File: src/rtl/fetch_pkg.sv
// Shared state encoding and constants for the instruction fetch unit.
package fetch_pkg;

  typedef enum logic [1:0] {
    IDLE  = 2'd0,
    FETCH = 2'd1,
    DRAIN = 2'd2
  } fetch_state_t;

  localparam int                      INSTR_WIDTH      = 32;
  localparam logic [INSTR_WIDTH-1:0]  NOP_INSTR        = 32'h0000_0013;
  localparam logic [31:0]             RESET_PC_DEFAULT = 32'h0000_0000;

endpackage

File: src/rtl/fetch_fifo.sv
// Two-entry {pc, instr} buffer between instruction memory and decode.
module fetch_fifo
  import fetch_pkg::*;
#(
  parameter int                       ADDRESS_WIDTH = 32,
  parameter logic [ADDRESS_WIDTH-1:0] RESET_PC      = '0
) (
  input  logic                     clk,
  input  logic                     rst,
  input  logic                     push,
  input  logic                     pop,
  input  logic                     flush,
  input  logic [ADDRESS_WIDTH-1:0] push_pc,
  input  logic [INSTR_WIDTH-1:0]   push_instr,
  output logic [1:0]               count,
  output logic [ADDRESS_WIDTH-1:0] head_pc,
  output logic [INSTR_WIDTH-1:0]   head_instr
);

  logic [1:0][ADDRESS_WIDTH-1:0] pc_mem;
  logic [1:0][INSTR_WIDTH-1:0]   instr_mem;
  logic                          wr_ptr, rd_ptr;
  logic                          do_push, do_pop;

  // Guard against over/underflow even if the caller misbehaves.
  assign do_pop  = pop & (count != 2'd0);
  assign do_push = push & ((count != 2'd2) | do_pop);

  always_ff @(posedge clk or negedge rst) begin
    if (!rst) begin
      pc_mem    <= {2{RESET_PC}};
      instr_mem <= {2{NOP_INSTR}};
      wr_ptr    <= 1'b0;
      rd_ptr    <= 1'b0;
      count     <= 2'd0;
    end else if (flush) begin
      wr_ptr <= 1'b0;
      rd_ptr <= 1'b0;
      count  <= 2'd0;
    end else begin
      if (do_push) begin
        pc_mem[wr_ptr]    <= push_pc;
        instr_mem[wr_ptr] <= push_instr;
        wr_ptr            <= ~wr_ptr;
      end
      if (do_pop) rd_ptr <= ~rd_ptr;
      count <= count + {1'b0, do_push} - {1'b0, do_pop};
    end
  end

  assign head_pc    = pc_mem[rd_ptr];
  assign head_instr = instr_mem[rd_ptr];

endmodule

File: src/rtl/fetch_unit.sv
// Instruction fetch: single-outstanding memory requests, 2-entry buffer, branch redirect.
module fetch_unit
  import fetch_pkg::*;
#(
  parameter int                       ADDRESS_WIDTH = 32,
  parameter logic [ADDRESS_WIDTH-1:0] RESET_PC      = ADDRESS_WIDTH'(RESET_PC_DEFAULT)
) (
  input  logic                     clk,
  input  logic                     rst,
  output logic                     imem_req,
  output logic [ADDRESS_WIDTH-1:0] imem_addr,
  input  logic                     imem_ack,
  input  logic [INSTR_WIDTH-1:0]   imem_rdata,
  output logic [INSTR_WIDTH-1:0]   instr,
  output logic [ADDRESS_WIDTH-1:0] pc_out,
  output logic                     instr_valid,
  input  logic                     instr_ready,
  input  logic                     PCsrc,
  input  logic [ADDRESS_WIDTH-1:0] ImmOp
);

  fetch_state_t             state, state_next;
  logic [ADDRESS_WIDTH-1:0] fetch_pc, redirect_pc, branch_sum, target;
  logic [1:0]               count, count_after;
  logic                     outstanding, outstanding_after;
  logic                     ack, accept, redirect, push, pop, issue_ok, req_next;

  assign ack        = outstanding & imem_ack;
  assign accept     = instr_valid & instr_ready;
  assign redirect   = accept & PCsrc;
  assign pop        = accept & ~redirect;
  assign branch_sum = pc_out + ImmOp;
  assign target     = branch_sum & {{(ADDRESS_WIDTH-2){1'b1}}, 2'b00};

  // FSM: state register
  always_ff @(posedge clk or negedge rst) begin
    if (!rst) state <= IDLE;
    else      state <= state_next;
  end

  // FSM: next state
  always_comb begin
    state_next = state;
    unique case (state)
      IDLE:    state_next = FETCH;
      FETCH:   if (redirect && outstanding && !ack) state_next = DRAIN;
      DRAIN:   if (ack) state_next = FETCH;
      default: state_next = IDLE;
    endcase
  end

  // FSM: outputs. A DRAIN ack is the stale fetch, so it frees the port but never pushes.
  always_comb begin
    push     = 1'b0;
    issue_ok = 1'b0;
    case (state)
      IDLE:  issue_ok = 1'b1;
      FETCH: begin
        push     = ack & ~redirect;
        issue_ok = ~(redirect & outstanding & ~ack);
      end
      DRAIN: issue_ok = ack;
      default: ;
    endcase
  end

  // Issue decision looks at post-edge occupancy so an ack can chain straight into the next request.
  assign count_after       = redirect ? 2'd0 : (count + {1'b0, push} - {1'b0, pop});
  assign outstanding_after = outstanding & ~ack;
  assign req_next          = outstanding_after | (issue_ok & (count_after < 2'd2));

  always_ff @(posedge clk or negedge rst) begin
    if (!rst) begin
      outstanding <= 1'b0;
      fetch_pc    <= RESET_PC;
      redirect_pc <= RESET_PC;
    end else begin
      outstanding <= req_next;
      if (state == DRAIN) begin
        if (ack) fetch_pc <= redirect_pc;
      end else if (redirect) begin
        if (!outstanding || ack) fetch_pc    <= target;
        else                     redirect_pc <= target;
      end else if (push) begin
        fetch_pc <= fetch_pc + ADDRESS_WIDTH'(4);
      end
    end
  end

  assign imem_req    = outstanding;
  assign imem_addr   = fetch_pc;
  assign instr_valid = (count != 2'd0) && (state != DRAIN);

  fetch_fifo #(
    .ADDRESS_WIDTH(ADDRESS_WIDTH),
    .RESET_PC     (RESET_PC)
  ) u_fifo (
    .clk       (clk),
    .rst       (rst),
    .push      (push),
    .pop       (pop),
    .flush     (redirect),
    .push_pc   (fetch_pc),
    .push_instr(imem_rdata),
    .count     (count),
    .head_pc   (pc_out),
    .head_instr(instr)
  );

endmodule

File: config.mk
export PLATFORM = sky130hd
export DESIGN_NAME = fetch_unit
export DESIGN_NICKNAME = d
export VERILOG_FILES = /design/src/rtl/fetch_pkg.sv /design/src/rtl/fetch_fifo.sv /design/src/rtl/fetch_unit.sv
export SDC_FILE = /design/constraint.sdc
export NUM_CORES = 1
export LEC_CHECK = 0
export CAP_MARGIN = 20
export CORE_ASPECT_RATIO = 1.25
export CORE_MARGIN = 10
export CORE_UTILIZATION = 40
export DETAILED_ROUTE_END_ITERATION = 7
export SLEW_MARGIN = 20
export SYNTH_ARGS = -nofsm -noshare
export SYNTH_HDL_FRONTEND = slang
export SYNTH_HIERARCHICAL = 1
export SYNTH_SLANG_ARGS = --single-unit
File: constraint.sdc
create_clock -name clk -period 4.3 [get_ports clk]
set_input_delay 0.645 -clock clk [delete_from_list [all_inputs] [get_ports clk]]
set_output_delay 0.645 -clock clk [all_outputs]
set_load 0.01 [all_outputs]
## Yosys cells after proc, flatten, opt, wreduce, memory -nomap -nowiden

Index checks and enable logic that the tools add are counted.

| storage, ports and cells | value |
|---|---|
| register bits after elaboration | 197 |
| word-level logic and storage cells | 88 |

| operators by class | value |
|---|---|
| $add $sub $neg | 6 |
| magnitude comparators | 4 |
| equality and inequality tests | 7 |
| mux-type cells | 24 |
| bitwise gates (word level) | 20 |
| reduce and logical (&&, ||, !) cells | 16 |

Operator list:

| cell | number |
|---|---|
| 2-to-1 mux 32 bit | 10 |
| bitwise mux 64 bit | 2 |
| adder 32 x 3 -> 32 bit (second input constant) | 1 |
| adder 32 bit | 1 |
| demux 32 bit (select 1 bit) | 1 |
| bitwise AND 1 bit | 11 |
| 2-to-1 mux 2 bit | 4 |
| inequality test 2 bit (second input constant) | 4 |
| NOT 1 bit | 7 |
| one-hot mux 2 bit (3 select lines) | 1 |
| AND reduction 3 bit | 2 |
| nonzero test 2 bit | 3 |
| 2-to-1 mux 1 bit | 5 |
| adder 2 x 1 -> 2 bit | 2 |
| logical AND 1 bit | 4 |
| < comparator 1 x 2 -> 1 bit (second input constant) | 2 |
| AND reduction 2 bit | 2 |
| subtractor 2 x 1 -> 2 bit | 2 |
| inequality test 3 x 1 -> 1 bit (second input constant) | 1 |
| one-hot mux 1 bit (3 select lines) | 1 |
| nonzero test 3 bit | 1 |
| equality test 2 x 1 -> 1 bit (second input constant) | 1 |
| equality test 2 bit (second input constant) | 1 |
| zero test 1 bit | 2 |
| 5 further kinds | 6 |

## Longest topological paths before layout

| depth | value |
|---|---|
| depth after elaboration | 13 |
| gate-level depth with buffers | 12 |
| gate-level depth less buffers | 9 |

## By module

The synthesis kept the hierarchy.

By module, submodules not included:

| module | instances | cells an instance | area an instance (um^2) | sequential area each (um^2) |
|---|---|---|---|---|
| fetch_fifo | 1 | 363 | 5977.0 | 3310.7 |
| fetch_unit | 1 | 718 | 5714.2 | 1576.5 |

## Worst setup path after synthesis

Ideal clock, no wire load.

| timing path | value |
|---|---|
| kind | register -> register |
| start point | reg u_fifo.rd_ptr |
| end point | reg fetch_pc[27], in the netlist imem_addr[27] |
| setup time | 133 ps |
| arrival time | 3262 ps |
| data required time | 4167 ps |
| slack | 906 ps |
| cell stages (with the launch flop) | 12 |
| path through | dfrtp_1 -> clkbuf_1 -> clkbuf_1 -> mux2_2 -> ha_1 -> a21oi_1 -> o211ai_1 -> a21boi_0 -> a21oi_1 -> or4b_1 -> a21oi_1 -> o22ai_1 |

| on the way | value |
|---|---|
| longest elaborated chain between the ends | 6 |

RTL lines:

| what | RTL line | source |
|---|---|---|
| start, declared | fetch_fifo.sv:22 | `logic wr_ptr, rd_ptr;` |
| start signal, assigned | fetch_fifo.sv:46 | `if (do_pop) rd_ptr <= ~rd_ptr;` |
| 2-to-1 mux 32 bit (not written as such) (2 in series) | fetch_fifo.sv:51 | `assign head_pc = pc_mem[rd_ptr];` |
| via pc_out[12] | fetch_unit.sv:15 | `output logic [ADDRESS_WIDTH-1:0] pc_out,` |
| adder 32 bit | fetch_unit.sv:32 | `assign branch_sum = pc_out + ImmOp;` |
| 2-to-1 mux 32 bit | fetch_unit.sv:82 | `if (!outstanding \|\| ack) fetch_pc <= target;` |
| 2-to-1 mux 32 bit | fetch_unit.sv:81 | `end else if (redirect) begin` |
| 2-to-1 mux 32 bit | fetch_unit.sv:79 | `if (state == DRAIN) begin` |
| end signal, assigned | fetch_unit.sv:80 | `if (ack) fetch_pc <= redirect_pc;` |
| end signal, assigned | fetch_unit.sv:82 |  |
| end signal, assigned | fetch_unit.sv:85 | `fetch_pc <= fetch_pc + ADDRESS_WIDTH'(4);` |
| end, declared | fetch_unit.sv:23 | `logic [ADDRESS_WIDTH-1:0] fetch_pc, redirect_pc, branch_sum, target;` |

The timed path passes the listed nets, and every way through them passes these cells. The select of a mux whose other input is x is not followed.
A chain may end at the register's enable or synchronous reset.

## Worst setup path after layout

| timing path | value |
|---|---|
| start point | reg u_fifo.rd_ptr |
| end point | reg fetch_pc[31], in the netlist imem_addr[31] |

| on the way | value |
|---|---|
| longest elaborated chain between the ends | 6 |

RTL lines:

| what | RTL line |
|---|---|
| 2-to-1 mux 32 bit (not written as such) (2 in series) | fetch_fifo.sv:51 |
| adder 32 bit | fetch_unit.sv:32 |
| 2-to-1 mux 32 bit | fetch_unit.sv:82 |
| 2-to-1 mux 32 bit | fetch_unit.sv:81 |
| 2-to-1 mux 32 bit | fetch_unit.sv:79 |

Every way passes these cells. The select of a mux whose other input is x is not followed.

==> impl_metrics.py <==
metrics = {
    "sta": {
        "fmax_ghz": 0.2688,
        "worst_clock_skew_ps": 12.63,
        "setup_viol": 0,
        "rsz0062_at_grt": "false",
        "tightest_slew_ps": 987.9,
        "max-slew-margin-rel_pct": 34.14,
        "maxSlewViolCount": 0,
        "period_share_pct": 86.53,
        "fin_tns_setup_ps": 0,
        "period_minus_slack_ps": 3721,
        "setup_ws_ps": 579.4,
        "final-hold-violation-count": 0,
    },
    "setup_path": {
        "worstSetupEndpoint": "imem_addr[31]$_DFFE_PN0P_",
        "crit_arrival_ps": 4040,
        "path_common_cell": "o21ai_0",
        "start_kind": "flop",
        "cp-startpoint": "u_fifo/rd_ptr$_DFFE_PN0P_",
        "r2r_end": "imem_addr[31]$_DFFE_PN0P_",
        "worst-path-max-fanout": 28,
        "r2r_slack_ps": 580,
        "setup.worst_path.end_class": "flop",
        "critical_path_class": "reg -> reg",
        "slowest_stage": "dfrtp_4",
        "required_ps": 4620,
        "ff2ff_path_depth": 9,
        "r2r_start": "u_fifo/rd_ptr$_DFFE_PN0P_",
        "cp_cell_sequence": "mux2_2 -> ha_1 -> nand2_1 -> o21ai_0 -> o21ai_1 -> a2111oi_2 -> o21ai_0 -> mux2i_1 -> nand3_1",
        "cp_slowest_stage_delay_ps": 720,
    },
    "synth": {
        "ys_seq_area_share_pct": 41.80,
        "ys.flop_type": "dfrtp_1",
        "ys_ff_latch": 195,
        "synth-async-reset-ratio_pct": 100.0,
        "avgSynthCellArea_um2": 10.82,
        "synth_compound_area_share_pct": 14.58,
        "synthCells": 1081,
        "synthSimpleGateAreaFrac_pct": 11.94,
        "syn_area_um2": 11690,
        "synth_top_family_by_area": "multiplexers",
        "synth_edf_count": 0,
        "ys.warnings.count": 6,
        "synth.area.mux_share_pct": 21.58,
        "synth_xor_xnor_area_share_pct": 3.146,
        "synthAdderAreaFrac_pct": 3.639,
        "yosysUniqueCellTypes": 81,
    },
    "global_routing": {
        "grt_pass1_vias": 9238,
        "grt_pass1_wl_um": 53060,
        "antenna_found_initial": 0,
        "grt_max_degree": 124,
        "gr-total-overflow": 0,
        "grtUsageTotal_pct": 17.94,
    },
    "floorplan": {
        "dieArea_um2": 36510,
        "start_util_pct": 40.79,
        "fp.dieW_um": 172.9,
        "rows": 69,
        "io_pins": 167,
        "fp.coreArea_um2": 28660,
        "dieHeight_um": 211.1,
    },
    "placement": {
        "dp_hpwl_um": 23730,
        "io_buffers": 164,
        "place_area_um2": 13740,
        "dp_slack_ps": 614.3,
        "gp_congestion": 0.8979,
    },
    "cts": {
        "clockRootBuffer": "clkbuf_16",
        "htreeDepth": 4,
        "clk_pin_slew_ps": 70,
        "ctsLongestPathBuffers": 2,
        "cts_resized": 0,
        "clock_latency_ps": 440,
        "cts_inserted_buffers": 17,
        "clock-sinks": 195,
        "hold_buffers": 0,
        "cts_tree": "built",
        "postCtsSetupRepairBufs": 0,
    },
    "cells_and_area": {
        "nets": 1331,
        "syn2layout_area_growth_pct": 22.54,
        "post-route-cell-area_um2": 14330,
        "layout-drive-gt1-share_pct": 22.40,
        "final_core_util_pct": 49.98,
        "diodes": 0,
    },
    "routing": {
        "num_vias": 9014,
        "via_per_inst": 5.527,
        "finalWirelength_um": 32800,
        "drt_iter0_drc": 640,
        "drc": 0,
        "routedWlPerCell_um": 20.11,
        "drt_first_pass_iters": 5,
        "drtAntennaViolNets": 0,
    },
    "outcome": {
        "outcome": "completed",
    },
    "power_and_ir_drop": {
        "leakage_nw": 6.040,
        "ir_drop_mv": 0.3049,
        "pwr_density_cell_nw_per_um2": 781.7,
    },
    "flow_run": {
        "maxCapViolCount": 0,
    },
    "min_path": {
        "min_path_type": "in -> async",
    },
}
[synth_stat cells, types with 7 or more instances]
cell / n / area share [%]
and3_1: 14 / 0.75
o21ai_0: 64 / 2.7
nand2_1: 101 / 3.2
nand3_1: 24 / 1.0
nor2_1: 47 / 1.5
nor3_1: 11 / 0.47
xor2_1: 17 / 1.3
nand4_1: 14 / 0.75
nor2b_1: 7 / 0.37
a31oi_1: 14 / 0.75
mux2_4: 60 / 7.7
buf_6: 7 / 0.67
buf_4: 7 / 0.45
and2_1: 8 / 0.43
ha_1: 34 / 3.6
a221oi_1: 7 / 0.52
buf_2: 13 / 0.56
dfrtp_1: 189 / 40
inv_1: 13 / 0.42
a21o_1: 16 / 1.0
clkbuf_1: 31 / 1.0
mux2i_1: 9 / 0.77
o211ai_1: 12 / 0.77
a21oi_1: 63 / 2.7
mux2_2: 132 / 13
o21a_1: 13 / 0.83
xnor2_1: 25 / 1.9
[routing by layer]
metal / share of wire, % / GRT usage (%) / vias to the layer above / wire (um)
li1: - / - / 4267 / -
met1: 45 / 22.95 / 4475 / 14640
met2: 50 / 30.65 / 247 / 16320
met3: 4.1 / 3.147 / 25 / 1361
met4: 1.5 / 4.824 / 0 / 481
met5: 0 / 0 / - / 0
[kinds of logic (layout without fill, tap and decap cells)]
logic type | count (synthesis) | after routing
mux | 205 | 205
buf+inv | 76 | 231
simple gates | 269 | 269
flops | 195 | 195
xor+xnor | 42 | 42
fa+ha+maj | 34 | 34
other cells | 1 | 6
compound gates | 259 | 259
[cell type report]
type / instances / area (um2)
clock buffer: 24 / 481.7
clock inverter: 8 / 103.9
fill: 2699 / 14340
inverter: 13 / 48.80
multi-input combinational: 815 / 6464
sequential: 195 / 4891
tap: 390 / 488.0
timing repair buffer: 186 / 1849
[stage by stage]
stage,cells,total power [mW],hold WS (ps)
after floorplan,1086,7.305,349.4
after global placement,1599,9.562,443.9
after detailed placement,1599,9.624,447.4
after CTS,1631,11.30,426.4
after global routing,1631,12.03,384.5
final,1631,11.20,323.8
[critical path: cells and delay by family (launching register included)]
family,cells,cell delay (ps)
simple gates,2,180
mux,2,630
flops,1,720
fa+ha+maj,1,370
compound gates,4,1690
[how the worst min path moves through the flow]
stage	to	slack, ps	cells past startpoint
final	u_fifo/pc_mem[46]$_DFFE_PN0P_	320	1
after CTS	u_fifo/pc_mem[46]$_DFFE_PN0P_	430	1
after detailed placement	redirect_pc[17]$_DFFE_PN0P_	450	2
after floorplan	imem_addr[10]$_DFFE_PN0P_	350	0
after global routing	u_fifo/pc_mem[46]$_DFFE_PN0P_	380	1
after global placement	redirect_pc[17]$_DFFE_PN0P_	440	2
[state kept, by name, summed over array words and instances (netlist names)]
name,cells
u_fifo/instr_mem,64
u_fifo/pc_mem,64
imem_addr,30
redirect_pc,30
state,2
u_fifo/count,2
imem_req,1
u_fifo/rd_ptr,1
u_fifo/wr_ptr,1
[cell usage in the layout (no fill, tap or decap), types with 5 or more instances in the layout]
cell             Yosys  final
o221ai_1             6      5
or3_1                5      5
nor2_1              47     47
xnor2_1             25     25
o21a_1              13     13
o21ai_0             64     64
a31oi_1             14     14
o22ai_1              6      6
nand2_1            101    101
mux2i_1              9      9
nand4_1             14     14
inv_1               13     13
mux2_4              60     60
a221oi_1             7      7
nand3_1             24     23
nor2b_1              7      6
conb_1               1      6
a21o_1              16     16
dfrtp_1            189    188
dfstp_2              6      6
nand2b_1             6      6
xor2_1              17     17
clkbuf_16            0     17
ha_1                34     34
a21boi_0             6      6
nor4_1               6      6
nor3_1              11     11
and3_1              14     14
mux2_2             132    132
o211ai_1            12     12
clkdlybuf4s50_1      0    163
and2_1               8      8
buf_4                7     19
a21oi_1             63     63
o21bai_1             6      6
[report_power, final]
part / total [mW] / internal [mW] / leakage, nW / switching, mW
logic: 6.11 / 3.15 / 3.40 / 2.96
registers: 3.47 / 2.71 / 2.37 / 0.759
clock network: 1.62 / 0.906 / 0.273 / 0.712
(Power assumes the default switching activity.)
